<file path="config.mk">
export PLATFORM = sky130hd
export DESIGN_NAME = light_mode_controller
export DESIGN_NICKNAME = d
export VERILOG_FILES = /design/src/rtl/light_mode_controller.sv
export SDC_FILE = /design/constraint.sdc
export NUM_CORES = 1
export LEC_CHECK = 0
export BUFFER_PORTS_ARGS = -buffer_cell sky130_fd_sc_hd__clkbuf_2
export CAP_MARGIN = 10
export CORE_MARGIN = 4
export CORE_UTILIZATION = 35
export DETAILED_ROUTE_END_ITERATION = 10
export GPL_ROUTABILITY_DRIVEN = 0
export SYNTH_ARGS = -nofsm -noshare
export SYNTH_HDL_FRONTEND = slang
export SYNTH_SLANG_ARGS = --single-unit
</file>
<file path="constraint.sdc">
create_clock -name clk -period 2.7 [get_ports clk]
set_input_delay 0.405 -clock clk [delete_from_list [all_inputs] [get_ports clk]]
set_output_delay 0.405 -clock clk [all_outputs]
set_load 0.02 [all_outputs]
</file>
<file path="src/rtl/light_mode_controller.sv">
// Lamp controller: one push button (short press toggles the lamp, long press toggles
// auto/manual mode), presence sensor and auto-shutdown timer, as a registered Moore FSM.
module light_mode_controller #(
  parameter int DEBOUNCE_T = 100,
  parameter int SWITCH_T   = 5000
) (
  input  logic clk,
  input  logic rst,
  input  logic push_button,
  input  logic infravermelho,
  input  logic timeout,
  output logic lamp,
  output logic timer_enable,
  output logic manual_mode
);

  // One-hot encoding leaves spare codes, so a corrupted register is detectable.
  typedef enum logic [3:0] {
    AUTO_OFF   = 4'b0001,
    AUTO_ON    = 4'b0010,
    MANUAL_OFF = 4'b0100,
    MANUAL_ON  = 4'b1000
  } state_t;

  localparam logic [15:0] DEB_LIM = 16'(DEBOUNCE_T);
  localparam logic [15:0] SW_LIM  = 16'(SWITCH_T);
  localparam logic [15:0] SW_M1   = 16'(SWITCH_T - 1);

  state_t      state;
  state_t      nxt;
  logic [15:0] tp;
  logic        long_press;
  logic        short_press;
  logic        legal;

  assign long_press  = push_button && (tp == SW_M1);
  assign short_press = !push_button && (tp >= DEB_LIM) && (tp < SW_LIM);
  assign legal       = state inside {AUTO_OFF, AUTO_ON, MANUAL_OFF, MANUAL_ON};

  function automatic state_t next_state(input state_t s, input logic lp, input logic sp,
                                        input logic ir, input logic to);
    case (s)
      AUTO_OFF:   next_state = lp ? MANUAL_OFF : (sp || ir) ? AUTO_ON  : AUTO_OFF;
      AUTO_ON:    next_state = lp ? MANUAL_ON  : (sp || to) ? AUTO_OFF : AUTO_ON;
      MANUAL_OFF: next_state = lp ? AUTO_OFF   : sp ? MANUAL_ON  : MANUAL_OFF;
      MANUAL_ON:  next_state = lp ? AUTO_ON    : sp ? MANUAL_OFF : MANUAL_ON;
      default:    next_state = AUTO_OFF;
    endcase
  endfunction

  assign nxt = next_state(state, long_press, short_press, infravermelho, timeout);

  // NOTE: sequential state uses non-blocking assignments so every register samples
  // the pre-edge values of the others, independent of statement order.
  always_ff @(posedge clk or posedge rst) begin
    if (rst) begin
      state        <= AUTO_OFF;
      tp           <= '0;
      lamp         <= 1'b0;
      timer_enable <= 1'b0;
      manual_mode  <= 1'b0;
    end else begin
      state        <= nxt;
      lamp         <= (nxt == AUTO_ON) || (nxt == MANUAL_ON);
      timer_enable <= (nxt == AUTO_ON);
      manual_mode  <= (nxt == MANUAL_OFF) || (nxt == MANUAL_ON);
      if (!legal || !push_button)
        tp <= '0;
      else if (tp != SW_LIM)
        tp <= tp + 16'd1;
    end
  end

endmodule

</file>
==> impl_metrics.tcl <==
set metrics [dict create \
    fin_nets 164 \
    antenna_found_initial 0 \
    synth.most_common_cell "nor2_1" \
    cap_violations 0 \
    crit_slowest_cell "a2111oi_4" \
    ys_ff_latch 23 \
    coreArea_sq_um 3690 \
    clk_latency_ns 0.27 \
    clock_skew_ns 0.00240 \
    synth_area_sq_um 1350 \
    synth_commonest_cells "29 x nor2_1, 22 x dfrtp_1, 10 x nand2_1, 10 x xor2_1, 7 x nand3_1" \
    tns_ns 0 \
    cts_made_buffers 3 \
    portBuffers 7 \
    drcViolationCount 0 \
    cts_root_buffer "clkbuf_8" \
    grt_pass1_wl_um 4560 \
    synth_top_area_cell "dfrtp_1" \
    synth_nets 160 \
    hold_buffers 0 \
    cp-start-kind "register" \
    die_w_um 70.2 \
    drive_gt1_frac 0.109 \
    status "finished clean" \
    cts_tree "yes" \
    min_period_over_period 0.772 \
    yosysWarnings 0 \
    ys_async_sr_fraction 1.00 \
    initial_utilization 0.367 \
    ant_nets 0 \
    num_antenna_cells 0 \
    grt_start_max_net_pins 24 \
    end_kind "register" \
    clk_path_buf_depth 2 \
    grt_pass1_vias 1042 \
    cp_data_arrival_time_ns 2.29 \
    drt-initial-drc-count 75 \
    clkTransAtPathRegs_ns 0.08 \
    p_per_area_nw_per_um2 607 \
    crit_path_cell_trace "o311ai_1 > and3_4 > a2111oi_4 > mux2i_1 > or4_4 > nand3b_1" \
    vias 1071 \
    ir_drop_v 0.000296 \
    ys_seq_area_frac 0.426 \
    hold_violations 0 \
    syn_inst 153 \
    htreeDepth 1 \
    slew_viol_final 0 \
    die_h_um 70.2 \
    yosysUniqueCellTypes 37 \
    stdcell_area_sq_um 1460 \
    routedWlPerCell_um 12.7 \
    cts_sinks 23 \
    critPathBufInv 0 \
    dr.pass1.iters 4 \
    placed_area_sq_um 1410 \
    drt_wl_total_um 2600 \
    tightest_slew_ns 0.881 \
    cts_setup_buffers 0 \
    max_stage_delay_ns 0.51 \
    synth_edf_count 0 \
    crit_fanout 8 \
    io_pins 8 \
    synth_top_flop_cell "dfrtp_1" \
    fillers 375 \
    overflow 0 \
    row_count 22 \
    viasPerCell 5.25 \
    track_usage 0.113 \
    syn_area_per_cell_sq_um 8.84 \
    critPathKind "register to register" \
    hp-class "input pin to async pin" \
    synth_top_area_frac 0.407 \
    setup_viol_count_final 0 \
    power_leakage_nw 0.600 \
    post_cts_resize_count 0 \
    required_ns 2.90 \
    synthTopCellsByArea "dfrtp_1 41%, nor2_1 8.0%, xor2_1 6.5%" \
    area_delta_synth_final_pct 7.86 \
    max_slew_margin 0.412 \
    period_needed_ns 2.09 \
    dieArea_sq_um 4920 \
    fmax_ghz 0.480 \
    rsz0062_at_grt "false" \
    cpLargestDelayFamily "simple AND/OR/NAND/NOR gates" \
    post-dp-hpwl_um 1820 \
]
[cell type report]
class                           count  area [sq um]  share of cell area
Multi-Input combinational cell    116           719               0.493
Sequential cell                    23           577               0.395
Tap cell                           48          60.1              0.0412
Clock buffer                        4          45.0              0.0309
Timing Repair Buffer                7          35.0              0.0240
Inverter                            6          22.5              0.0154
[power by group]
| group | switching, mW | total, mW | internal, mW |
|---|---|---|---|
| Clock | 0.108 | 0.214 | 0.105 |
| Sequential | 0.0697 | 0.457 | 0.387 |
| Combinational | 0.129 | 0.215 | 0.0863 |
[final timing paths]
check                        start            to  slack [ns]  depth (start not counted)
setup / recovery             tp[6]          lamp        0.61                          6
hold / removal                 rst  timer_enable        0.29                          2
setup reg to reg             tp[6]          lamp        0.61                          6
hold reg to reg             tp[15]        tp[15]        0.60                          2
max in group asynchronous      rst         tp[7]        1.86                          2
min in group clk           timeout      state[0]        0.56                          4
[sequential cells by signal, summed over array words and instances (netlist names)]
name	flops
tp	16
state	4
manual_mode	1
timer_enable	1
lamp	1
[worst reg2reg max path: cells and delay by family, from the launching register on]
family / cells / cell delay [ns]
AOI/OAI and AO/OA: 2 / 0.65
DFF: 1 / 0.48
muxes: 1 / 0.14
and+or+nand+nor: 3 / 0.75
[stage by stage]
stage / std cells / util / hold slack (ns) / setup slack (ns) / total power, mW
2_1_floorplan: 153 / - / 0.406 / 0.785 / 0.622
3_3_place_gp: 200 / 0.383 / 0.576 / 0.693 / 0.673
3_5_place_dp: 200 / 0.383 / 0.587 / 0.658 / 0.679
4_1_cts: 204 / 0.396 / 0.334 / 0.622 / 0.893
5_1_grt: 204 / 0.396 / 0.395 / 0.528 / 0.946
6_report: 204 / 0.396 / 0.292 / 0.615 / 0.886
[cells in the final DEF, fill, tap and decap left out, types with 2 or more instances in the layout]
cell type  Yosys  layout
a21oi_1        6       6
and3_1         2       2
xor2_1        10      10
nor3_1         5       5
nor2b_1        2       2
a32oi_1        2       2
nand2b_1       2       2
o21ai_0        5       5
nand4_1        4       4
nor2_1        29      29
xnor2_1        6       6
nand3_1        7       7
inv_1          6       6
or3_1          2       2
clkbuf_8       0       3
clkbuf_2       0       7
nand2_1       10      10
or4_2          2       2
dfrtp_1       22      22
ha_1           2       2
nor4_1         4       4
mux2i_1        2       2
[kinds of logic after synthesis]
| kind of cell | count (synthesis) | synth area share |
|---|---|---|
| muxes | 2 | 0.0148 |
| DFF | 23 | 0.426 |
| and+or+nand+nor | 76 | 0.286 |
| buffers and inverters | 14 | 0.0416 |
| xor gates and xnor gates | 16 | 0.104 |
| adders and majority gates | 2 | 0.0185 |
| AOI/OAI and AO/OA | 20 | 0.109 |
[metal layers]
layer  share of wire  vias to the layer above  global-route usage
met2            0.47                       16               0.183
li1                -                      537                   -
met1            0.47                      513               0.145
met5               0                        -                   0
met3           0.038                        5              0.0288
met4           0.014                        0              0.0404
Power figures use the tool's default switching activity.
